## src/rtl/timer_pkg.sv

```systemverilog
// Shared definitions for the buzzer countdown timer: controller states and
// clock/tone defaults used to size the dividers.
package timer_pkg;

    typedef enum logic [1:0] {
        IDLE  = 2'd0,
        PAUSE = 2'd1,
        RUN   = 2'd2,
        ALARM = 2'd3
    } state_t;

    localparam int CLK_HZ  = 50_000_000;
    localparam int TONE_HZ = 2000;

    // Buzzer half-period in clock cycles for a square wave at tone_hz.
    function automatic int half_period(input int clk_hz, input int tone_hz);
        return clk_hz / (2 * tone_hz);
    endfunction

endpackage

```

## src/rtl/mod_n_counter.sv

```systemverilog
// Free-running modulo-N counter with hold (en low), synchronous clear, and a
// combinational wrap strobe asserted in the enabled cycle that returns to 0.
module mod_n_counter #(
    parameter int N = 2
) (
    input  logic clk_50MHz,
    input  logic reset,
    input  logic en,
    input  logic clr,
    output logic wrap
);

    localparam int W = (N > 1) ? $clog2(N) : 1;
    localparam logic [W-1:0] LAST = W'(N - 1);

    logic [W-1:0] cnt;

    assign wrap = en && (cnt == LAST);

    // clr beats en so a clear on the same cycle as a wrap still lands on 0.
    always_ff @(posedge clk_50MHz or posedge reset) begin
        if (reset) begin
            cnt <= '0;
        end else if (clr) begin
            cnt <= '0;
        end else if (en) begin
            cnt <= wrap ? '0 : cnt + W'(1);
        end
    end

endmodule

```

## src/rtl/buzzer_timer_ctrl.sv

```systemverilog
// Seconds countdown timer driven by debounced command pulses; sounds a
// square-wave buzzer for ALARM_SECS seconds when the count reaches zero.
//
//   state | meaning
//   IDLE  | no count loaded, waiting for a nonzero load
//   PAUSE | count loaded, divider frozen, waiting for start
//   RUN   | counting down one second per tick divider wrap
//   ALARM | count hit zero, buzzer toggling for ALARM_SECS ticks
module buzzer_timer_ctrl
    import timer_pkg::*;
#(
    parameter int TICK_DIV   = CLK_HZ,
    parameter int TONE_HALF  = half_period(CLK_HZ, TONE_HZ),
    parameter int ALARM_SECS = 3,
    parameter int CNT_W      = 8
) (
    input  logic             clk_50MHz,
    input  logic             reset,
    input  logic             cmd_start,
    input  logic             cmd_stop,
    input  logic             cmd_load,
    input  logic             cmd_reset,
    input  logic [CNT_W-1:0] load_value,
    output logic [CNT_W-1:0] secs_left,
    output logic             running,
    output logic             alarm,
    output logic             tick_1hz,
    output logic             buzzer
);

    localparam int AW = $clog2(ALARM_SECS + 1);

    state_t           state;
    state_t           state_nx;
    logic [CNT_W-1:0] secs_nx;
    logic [AW-1:0]    alarm_cnt;
    logic [AW-1:0]    alarm_cnt_nx;
    logic             tick_nx;
    logic             buzzer_nx;

    logic             tick_en;
    logic             tick_clr;
    logic             tick_wrap;
    logic             tone_en;
    logic             tone_clr;
    logic             tone_wrap;

    // Any higher-priority command pending this cycle freezes both dividers.
    assign tick_en = !cmd_reset && !cmd_stop && ((state == RUN) || (state == ALARM));
    assign tone_en = !cmd_reset && !cmd_stop && (state == ALARM);

    mod_n_counter #(.N(TICK_DIV)) u_tick_div (
        .clk_50MHz (clk_50MHz),
        .reset     (reset),
        .en        (tick_en),
        .clr       (tick_clr),
        .wrap      (tick_wrap)
    );

    mod_n_counter #(.N(TONE_HALF)) u_tone_div (
        .clk_50MHz (clk_50MHz),
        .reset     (reset),
        .en        (tone_en),
        .clr       (tone_clr),
        .wrap      (tone_wrap)
    );

    always_comb begin
        state_nx     = state;
        secs_nx      = secs_left;
        alarm_cnt_nx = alarm_cnt;
        tick_clr     = 1'b0;
        tone_clr     = 1'b0;
        tick_nx      = 1'b0;
        buzzer_nx    = 1'b0;

        if (cmd_reset) begin
            state_nx     = IDLE;
            secs_nx      = '0;
            alarm_cnt_nx = '0;
            tick_clr     = 1'b1;
            tone_clr     = 1'b1;
        end else begin
            unique case (state)
                IDLE: begin
                    if (!cmd_stop && !cmd_start && cmd_load && (load_value != '0)) begin
                        state_nx = PAUSE;
                        secs_nx  = load_value;
                        tick_clr = 1'b1;
                    end
                end
                PAUSE: begin
                    if (cmd_stop) begin
                        state_nx = PAUSE;
                    end else if (cmd_start) begin
                        state_nx = RUN;
                    end else if (cmd_load) begin
                        secs_nx  = load_value;
                        tick_clr = 1'b1;
                        if (load_value == '0) begin
                            state_nx = IDLE;
                        end
                    end
                end
                RUN: begin
                    if (cmd_stop) begin
                        state_nx = PAUSE;
                    end else if (tick_wrap) begin
                        tick_nx = 1'b1;
                        secs_nx = secs_left - CNT_W'(1);
                        if (secs_left == CNT_W'(1)) begin
                            state_nx     = ALARM;
                            alarm_cnt_nx = AW'(ALARM_SECS);
                            tick_clr     = 1'b1;
                            tone_clr     = 1'b1;
                        end
                    end
                end
                ALARM: begin
                    if (cmd_stop) begin
                        state_nx     = IDLE;
                        alarm_cnt_nx = '0;
                    end else begin
                        buzzer_nx = tone_wrap ? !buzzer : buzzer;
                        if (tick_wrap) begin
                            tick_nx      = 1'b1;
                            alarm_cnt_nx = alarm_cnt - AW'(1);
                            if (alarm_cnt == AW'(1)) begin
                                state_nx  = IDLE;
                                buzzer_nx = 1'b0;
                            end
                        end
                    end
                end
                default: begin
                    state_nx = IDLE;
                end
            endcase
        end
    end

    always_ff @(posedge clk_50MHz or posedge reset) begin
        if (reset) begin
            state     <= IDLE;
            secs_left <= '0;
            alarm_cnt <= '0;
            running   <= 1'b0;
            alarm     <= 1'b0;
            tick_1hz  <= 1'b0;
            buzzer    <= 1'b0;
        end else begin
            state     <= state_nx;
            secs_left <= secs_nx;
            alarm_cnt <= alarm_cnt_nx;
            running   <= (state_nx == RUN);
            alarm     <= (state_nx == ALARM);
            tick_1hz  <= tick_nx;
            buzzer    <= buzzer_nx;
        end
    end

endmodule

```

## config.mk

```make
export PLATFORM = sky130hd
export DESIGN_NAME = buzzer_timer_ctrl
export DESIGN_NICKNAME = d
export VERILOG_FILES = /design/src/rtl/timer_pkg.sv /design/src/rtl/mod_n_counter.sv /design/src/rtl/buzzer_timer_ctrl.sv
export SDC_FILE = /design/constraint.sdc
export NUM_CORES = 1
export LEC_CHECK = 0
export ABC_AREA = 1
export BUFFER_PORTS_ARGS = -buffer_cell sky130_fd_sc_hd__buf_2
export CORE_MARGIN = 1
export CORE_UTILIZATION = 55
export DETAILED_ROUTE_END_ITERATION = 16
export PLACE_DENSITY = 0.76
export SETUP_SLACK_MARGIN = 0.02
export SLEW_MARGIN = 20
export SYNTH_ARGS = -nofsm -noshare
export SYNTH_HDL_FRONTEND = slang
export SYNTH_SLANG_ARGS = --single-unit
```

## constraint.sdc

```tcl
create_clock -name clk_50MHz -period 2.1 [get_ports clk_50MHz]
set_clock_uncertainty 0.05 [all_clocks]
set_input_delay 0.63 -clock clk_50MHz [delete_from_list [all_inputs] [get_ports clk_50MHz]]
set_output_delay 0.63 -clock clk_50MHz [all_outputs]
set_load 0.005 [all_outputs]
```

# Word level (Yosys, flattened, before mapping)
# Cells that the tools add are included.
# op_classes
n_addsub,4
n_eq_ne,17
mux,55
reduce_logical,23
# ops
cell,count
$mux W26,3
$mux W8,7
$mux W14,3
$mux W2,18
$add A26 B1 Y26 const B,1
$eq A26 B26 Y1 const B,1
$pmux W8 S3,1
$mux W1,20
$ne A3 B3 Y1 const B,5
$add A14 B1 Y14 const B,1
$eq A14 B14 Y1 const B,1
$eq A2 B2 Y1 const B,4
$eq A8 B1 Y1 const B,1
$logic_and A1 B1 Y1,8
$logic_not A8 Y1,1
$pmux W2 S4,1
$reduce_bool A8 Y1,1
$sub A8 B1 Y8 const B,1
$reduce_and A7 Y1,1
$ne A3 B2 Y1 const B,2
$reduce_and A5 Y1,1
$eq A2 B1 Y1 const B,2
$logic_not A1 Y1,4
$ne A4 B3 Y1 const B,1
9 further kinds,10
# totals
register_bits,56
input_bits,14
output_inout_bits,12
word_cells,108

# Depth between registers and ports, before layout
# Gate-level depths: netlist (run 1).
# depth
ltp_word,10
mapped_depth,12
mapped_depth_nobuf,11

# Modules after synthesis
# A second synthesis (run 1) with hierarchy kept.
# unflattened
cells_unflattened,578
area_unflattened_um2,3883.7
# by_module_without_submodules
mod,instances,cells_each,area_per_inst_um2,seq_area_each_um2
mod_n_counter at u_tick_div,1,253,1687.9,650.6
buzzer_timer_ctrl,1,179,1239.9,400.4
mod_n_counter at u_tone_div,1,146,955.9,350.3

# Least setup slack after synthesis (run 1)
# No wires, ideal clock.
# synth_timing
path_type,register to register
from,register u_tick_div.cnt[0]
to,register u_tone_div.cnt[11]
arrival_ps,1678
t_required_ps,1931
slack_ps,254
stages_incl_launch_ff,11
path_buffers,2
synth_period_minus_slack_ps,1846
cell_sequence,dfrtp_1 > ha_1 > nand2_1 > nor2_2 > nand3_1 > nor3_4 > nand4_2 > buf_4 > buf_6 > nand4_1 > nand2_1
# synth_between
elab_chain_cells,7
word_cells_on_any_way,8
cone_classes,eq/ne: 1; mux: 5; reduce/logical: 2
# synth_rtl
element,line,rtl
from (decl),mod_n_counter.sv:16,logic [W-1:0] cnt;
from (signal assigned),mod_n_counter.sv:27,cnt <= wrap ? '0 : cnt + W'(1);
$eq A26 B26 Y1 *,mod_n_counter.sv:18,assign wrap = en && (cnt == LAST);
$logic_and A1 B1 Y1 *,mod_n_counter.sv:18,
$mux W1 *,buzzer_timer_ctrl.sv:108,end else if (tick_wrap) begin
$mux W1 *,buzzer_timer_ctrl.sv:106,if (cmd_stop) begin
$mux W1 *,buzzer_timer_ctrl.sv:84,unique case (state)
$mux W1 *,buzzer_timer_ctrl.sv:77,if (cmd_reset) begin
$mux W14 or $reduce_bool A2 Y1 (tied branches),--,
to (signal assigned),mod_n_counter.sv:27,
to (decl),mod_n_counter.sv:16,
# Every way passes the cells marked *; elsewhere a longest branch is shown, timed or not.
# A chain may end at the register's enable or synchronous reset.

# Final worst setup path (run 1)
# layout_timing
from,register u_tick_div.cnt[0]
to,register u_tick_div.cnt[24]
# layout_between
elab_chain_cells,7
word_cells_on_any_way,11
cone_classes,add/sub: 1; eq/ne: 1; mux: 7; reduce/logical: 2
# layout_rtl
element
"parallel branches: the longest is 7 deep, another holds $add A26 B1 Y26"
# Several ways; the timed one is not identified. The select of a mux whose other input is x is not followed.

==> impl_metrics.ini, run 1 <==
[outcome]
status = finished clean

[synthesis]
ys.flop_type = dfrtp_1
syn-cell-area_um2 = 3860
synth_warnings = 0
ys_seq_area_share_pct = 36.3
ys_top_cells_by_area = dfrtp_1 36%, nand2_1 15%, nor2_1 7.6%
async_reset_ff_share_pct = 100
yosysTopAreaCell = dfrtp_1
syn-num-nets = 592
post-synth-top-count-cell = nand2_1
synthDominantCellAreaShare_pct = 36.3
synth.ff_latch_count = 56
synth_common_cells = 153 x nand2_1, 78 x nor2_1, 72 x inv_1
synth_cell_types = 31
synth_edf_count = 0
syn_inst = 573
avgSynthCellArea_um2 = 6.74

[global_routing]
grt_pass1_wl_mm = 16.3
overflow = 0
grt_pass1_vias = 3617
grt_max_degree = 30
grtUsageTotal_pct = 27.7
antenna_found_initial = 0

[route]
vias = 3884
ant_nets = 0
wire_per_inst_um = 13.2
drc = 0
wirelength_mm = 9.40
drt_first_pass_iters = 5
drt_iter0_drc = 203
via_per_inst = 5.45

[placement]
place.gp.congestion = 0.948
portBuffers = 25
dpl-instance-area_um2 = 4230
dp_hpwl_mm = 7.11

[job]
drv_cap = 0

[floorplan]
coreArea_um2 = 6790
num_rows = 30
ios = 26
die_area_um2 = 7360
die_w_um = 85.8
die_h_um = 85.8
start_util_pct = 56.9

[clocking]
clkLatencyLatePin_ns = 0.32
cts_inserted_buffers = 5
clockBufferDepth = 2
cts_tree = built
clock_tree.htree_level_count = 2
cts_root_buf = clkbuf_8
hold_buffers = 0
cts.sink_count = 56
clkTransAtPathRegs_ns = 0.10

[critical_path]
timing.rr.start = u_tick_div.cnt[0]
crit_path_cell_trace = ha_4 -> nand2_1 -> nor2_2 -> nand3_1 -> nor3_4 -> buf_4 -> nor2_1 -> buf_4 -> nand3_1 -> a21oi_1
cp_max_fo = 9
crit_end = u_tick_div.cnt[24]
slowest_stage = dfrtp_1
timing.rr.end = u_tick_div.cnt[24]
cp_data_required_time_ns = 2.25
ff2ff_setup_slack_ns = 0.20
path_class = flop to flop
startpoint_type = flop
worstSetupStartpoint = u_tick_div.cnt[0]
setup.worst_path.end_class = flop
worstRegToRegCells = 10
slowest_delay_ns = 0.44
worstPathArrival_ns = 2.05

[layout]
nets = 635
drive_gt1_share_pct = 12.6
diodes = 0
final_cell_area_um2 = 4370
multiInputGateArea_um2 = 2120
fill_cells = 625
synthToLayoutAreaGrowth_pct = 13.2
final-seq-area_um2 = 1400

[timing]
slew_headroom_pct = 61.3
fin_tns_setup_ns = 0
hold_viol_final = 0
rsz0062_at_grt = false
setup_viol = 0
tightest_slew_ns = 0.574
drv_slew = 0
min_period_ns = 1.90
max_freq_mhz = 526
period_share_pct = 90.5

[power]
pwr_density_cell_nw_per_um2 = 476
leakage_nw = 2.10
ir_drop_mv = 0.359

[min_path]
hp-class = input pin to asynchronous set/reset pin
==> worst max-delay path: cells and delay by family (launching register included) <==
family	cells	cell delay, ns
adders and majority gates	1	0.17
buffers and inverters	2	0.33
AOI/OAI and AO/OA	1	0.06
DFF	1	0.44
and+or+nand+nor	6	0.72
==> through the flow <==
step / hold WS [ns] / setup slack (ns) / utilization [%] / std cells / power, W
after global routing: 0.245 / 0.0467 / 64.3 / 713 / 0.00219
after CTS: 0.246 / 0.0550 / 63.6 / 711 / 0.00209
after global placement: 0.410 / 0.0757 / 62.2 / 703 / 0.00146
after floorplan: 0.392 / 0.0487 / - / 573 / 0.00136
after detailed placement: 0.418 / 0.0326 / 62.2 / 703 / 0.00147
final: 0.233 / 0.200 / 64.3 / 713 / 0.00208
==> state kept, by name (all words and copies together), names as in the netlist <==
| name | flops |
|---|---|
| running | 1 |
| u_tone_div.cnt | 14 |
| state | 2 |
| u_tick_div.cnt | 26 |
| tick_1hz | 1 |
| alarm_cnt | 2 |
| alarm | 1 |
| buzzer | 1 |
| secs_left | 8 |
==> routing by layer <==
metal	global-route usage, %	vias to the layer above	routed length [um]
met3	3.75	10	492
met2	48.1	120	4610
met4	7.73	0	123
met1	36.2	1805	4170
met5	0	-	0
li1	-	1949	-
==> power breakdown <==
part	leakage, nW	internal [W]	switching (W)
Combinational	1.29	0.000121	0.000191
Sequential	0.770	0.00111	0.0000374
Clock	0.0445	0.000269	0.000353
Total	2.10	0.00150	0.000581
==> what timing repair did <==
action	4_1_cts	5_1_grt
gates resized for setup	0	8
buffers inserted	0	2
setup endpoints to repair	0	42
==> layout by cell type (no fill, tap or decap), types with 8 or more instances in the layout <==
cell type	count
a21oi_1	19
buf_2	25
buf_4	20
dfrtp_1	56
inv_1	71
nand2_1	152
nand3_1	49
nand4_1	42
nor2_1	78
nor3_1	20
o21ai_0	8
xor2_1	20
==> cell families (layout without fill, tap and decap cells) <==
family,after synthesis,in the layout,share of synthesized area [%]
flip-flops,56,56,36.3
buffers and inverters,93,137,9.65
adder cells (fa/ha/maj),5,5,1.62
AND/OR/NAND/NOR,356,356,41.7
AO/OA/AOI/OAI,41,41,5.80
XOR/XNOR,22,22,4.99
==> area by class of cell <==
cell class / count / share of cell area (%)
repair buffers: 49 / 7.73
flip-flops and latches: 56 / 32.1
well taps: 96 / 2.75
multi-input cells: 424 / 48.4
inverters: 80 / 6.87
clock inverters: 1 / 0.172
clock buffers: 7 / 1.98
==> worst min path at each step <==
stage	start	to	cells past startpoint
after global placement	alarm_cnt[1]	alarm_cnt[1]	2
after CTS	reset	u_tone_div.cnt[6]	2
after global routing	reset	u_tone_div.cnt[7]	2
after detailed placement	alarm_cnt[1]	alarm_cnt[1]	2
final	reset	u_tone_div.cnt[7]	2
after floorplan	alarm_cnt[1]	alarm_cnt[1]	2
Note: power is estimated with default switching activity, not from simulation.
==> run 2, diff against run 1 <==
Settings changed: RECOVER_POWER set to 100.
==> run 2 against run 1 <==
Net effect: clock power is 0.6% higher; first-iteration DRC count up 15%; sequential share of layout area up 0.20 points; wire length is 0.18% higher; global-route usage stayed put; largest power group unchanged; critical path depth stayed put; maximum frequency barely moved; highest routed layer unchanged; setup slack worse by 0.0010 ns; sequential power about the same; non-clock buffer count is the same.
==> impl_metrics.ini, run 2 (synthesis gave the netlist of run 1 again) <==
[route]
wirelength_mm = 9.41
via_per_inst = 5.44
drt_first_pass_iters = 4
ant_nets = 0
drt_iter0_drc = 234
vias = 3878
wire_per_inst_um = 13.2
drc = 0

[clocking]
clkTransAtPathRegs_ns = 0.10
clkLatencyLatePin_ns = 0.32
cts_inserted_buffers = 5
cts.sink_count = 56
clock_tree.htree_level_count = 2
cts_root_buf = clkbuf_8
clockBufferDepth = 2
hold_buffers = 0
cts_tree = built

[critical_path]
startpoint_type = flop
slowest_delay_ns = 0.44
setup.worst_path.end_class = flop
cp_data_required_time_ns = 2.25
timing.rr.end = u_tick_div.cnt[24]
worstRegToRegCells = 10
timing.rr.start = u_tick_div.cnt[0]
ff2ff_setup_slack_ns = 0.20
crit_path_cell_trace = ha_4 -> nand2_1 -> nor2_2 -> nand3_1 -> nor3_4 -> buf_4 -> nor2_1 -> buf_4 -> nand3_1 -> a21oi_1
cp_max_fo = 9
path_class = flop to flop
slowest_stage = dfrtp_1
worstPathArrival_ns = 2.05

[timing]
max_freq_mhz = 526
min_period_ns = 1.90
slew_headroom_pct = 52.0
period_share_pct = 90.5
drv_slew = 0
hold_viol_final = 0
fin_tns_setup_ns = 0
rsz0062_at_grt = false
setup_viol = 0
tightest_slew_ns = 0.721

[global_routing]
grt_max_degree = 30
grtUsageTotal_pct = 27.7
overflow = 0
grt_pass1_wl_mm = 16.3
grt_pass1_vias = 3617
antenna_found_initial = 0

[floorplan]
die_h_um = 85.8
die_area_um2 = 7360
num_rows = 30
ios = 26
start_util_pct = 56.9
die_w_um = 85.8
coreArea_um2 = 6790

[layout]
synthToLayoutAreaGrowth_pct = 12.4
largest_reg_flops = 26
final-seq-area_um2 = 1400
layout_commonest_cell = nand2_1
fill_cells = 630
nets = 635
fin_cells = 713
drive_gt1_share_pct = 11.8
final_cell_mix = 152 x nand2_1, 78 x nor2_1, 72 x inv_1, 56 x dfrtp_1, 49 x nand3_1
diodes = 0
reg_top3 = u_tick_div.cnt x26, u_tone_div.cnt x14, secs_left x8
multiInputGateArea_um2 = 2110
top_register = u_tick_div.cnt

[job]
drv_cap = 0

[power]
leakage_nw = 2.08
pwr_density_cell_nw_per_um2 = 479
ir_drop_mv = 0.358

[placement]
dp_hpwl_mm = 7.11
place.gp.congestion = 0.948
portBuffers = 25
dp_cells = 703

[outcome]
status = finished clean

[min_path]
hp-class = input pin to asynchronous set/reset pin
## run 2: final cells by class
class | instances | area share [%]
multi-input combinational | 424 | 48.6
sequential | 56 | 32.3
timing repair buffer | 49 | 7.29
inverter | 80 | 6.91
tap | 96 | 2.77
clock buffer | 7 | 1.99
clock inverter | 1 | 0.173
## run 2: stage by stage
step	hold WS (ns)	utilization (%)	area [um^2]	worst slack [ns]	total power (W)
2_1_floorplan	0.392	-	3860	0.0487	0.00136
3_3_place_gp	0.410	62.2	4230	0.0757	0.00146
3_5_place_dp	0.418	62.2	4230	0.0326	0.00147
4_1_cts	0.246	63.6	4320	0.0550	0.00209
5_1_grt	0.369	63.9	4340	0.0260	0.00218
6_report	0.325	63.9	4340	0.199	0.00208
## run 2: timing repair
| action | CTS | global route |
|---|---|---|
| setup endpoints to repair | 0 | 42 |
| gates resized for setup | 0 | 8 |
| setup buffers | 0 | 2 |
| endpoints found under the hold margin | 0 | 0 |
## run 2: worst max-delay path by stage
stage	startpoint	to	slack, ns
finish	u_tick_div.cnt[0]	u_tick_div.cnt[24]	0.20
detailed placement	cmd_stop	u_tick_div.cnt[18]	0.03
floorplan	reset	alarm	0.05
CTS	u_tick_div.cnt[14]	secs_left[7]	0.06
global placement	cmd_stop	u_tick_div.cnt[18]	0.08
global route	u_tick_div.cnt[0]	u_tick_div.cnt[14]	0.03
## run 2: routing by layer
layer / track usage [%] / up-vias / wire, um
met4: 7.73 / 0 / 133
met3: 3.75 / 12 / 480
li1: - / 1947 / -
met1: 36.2 / 1813 / 4200
met5: 0 / - / 0
met2: 48.1 / 106 / 4600
## run 2: power breakdown
group | internal [W] | switching (W) | total (W)
sequential | 0.00111 | 0.0000373 | 0.00115
clock | 0.000269 | 0.000357 | 0.000626
combinational | 0.000117 | 0.000191 | 0.000307
## run 2: worst max-delay path: cells and delay by family, from the launching register on
family,cells,cell delay [ns]
flops,1,0.44
fa+ha+maj,1,0.17
compound gates,1,0.06
buf+inv,2,0.33
simple gates,6,0.72
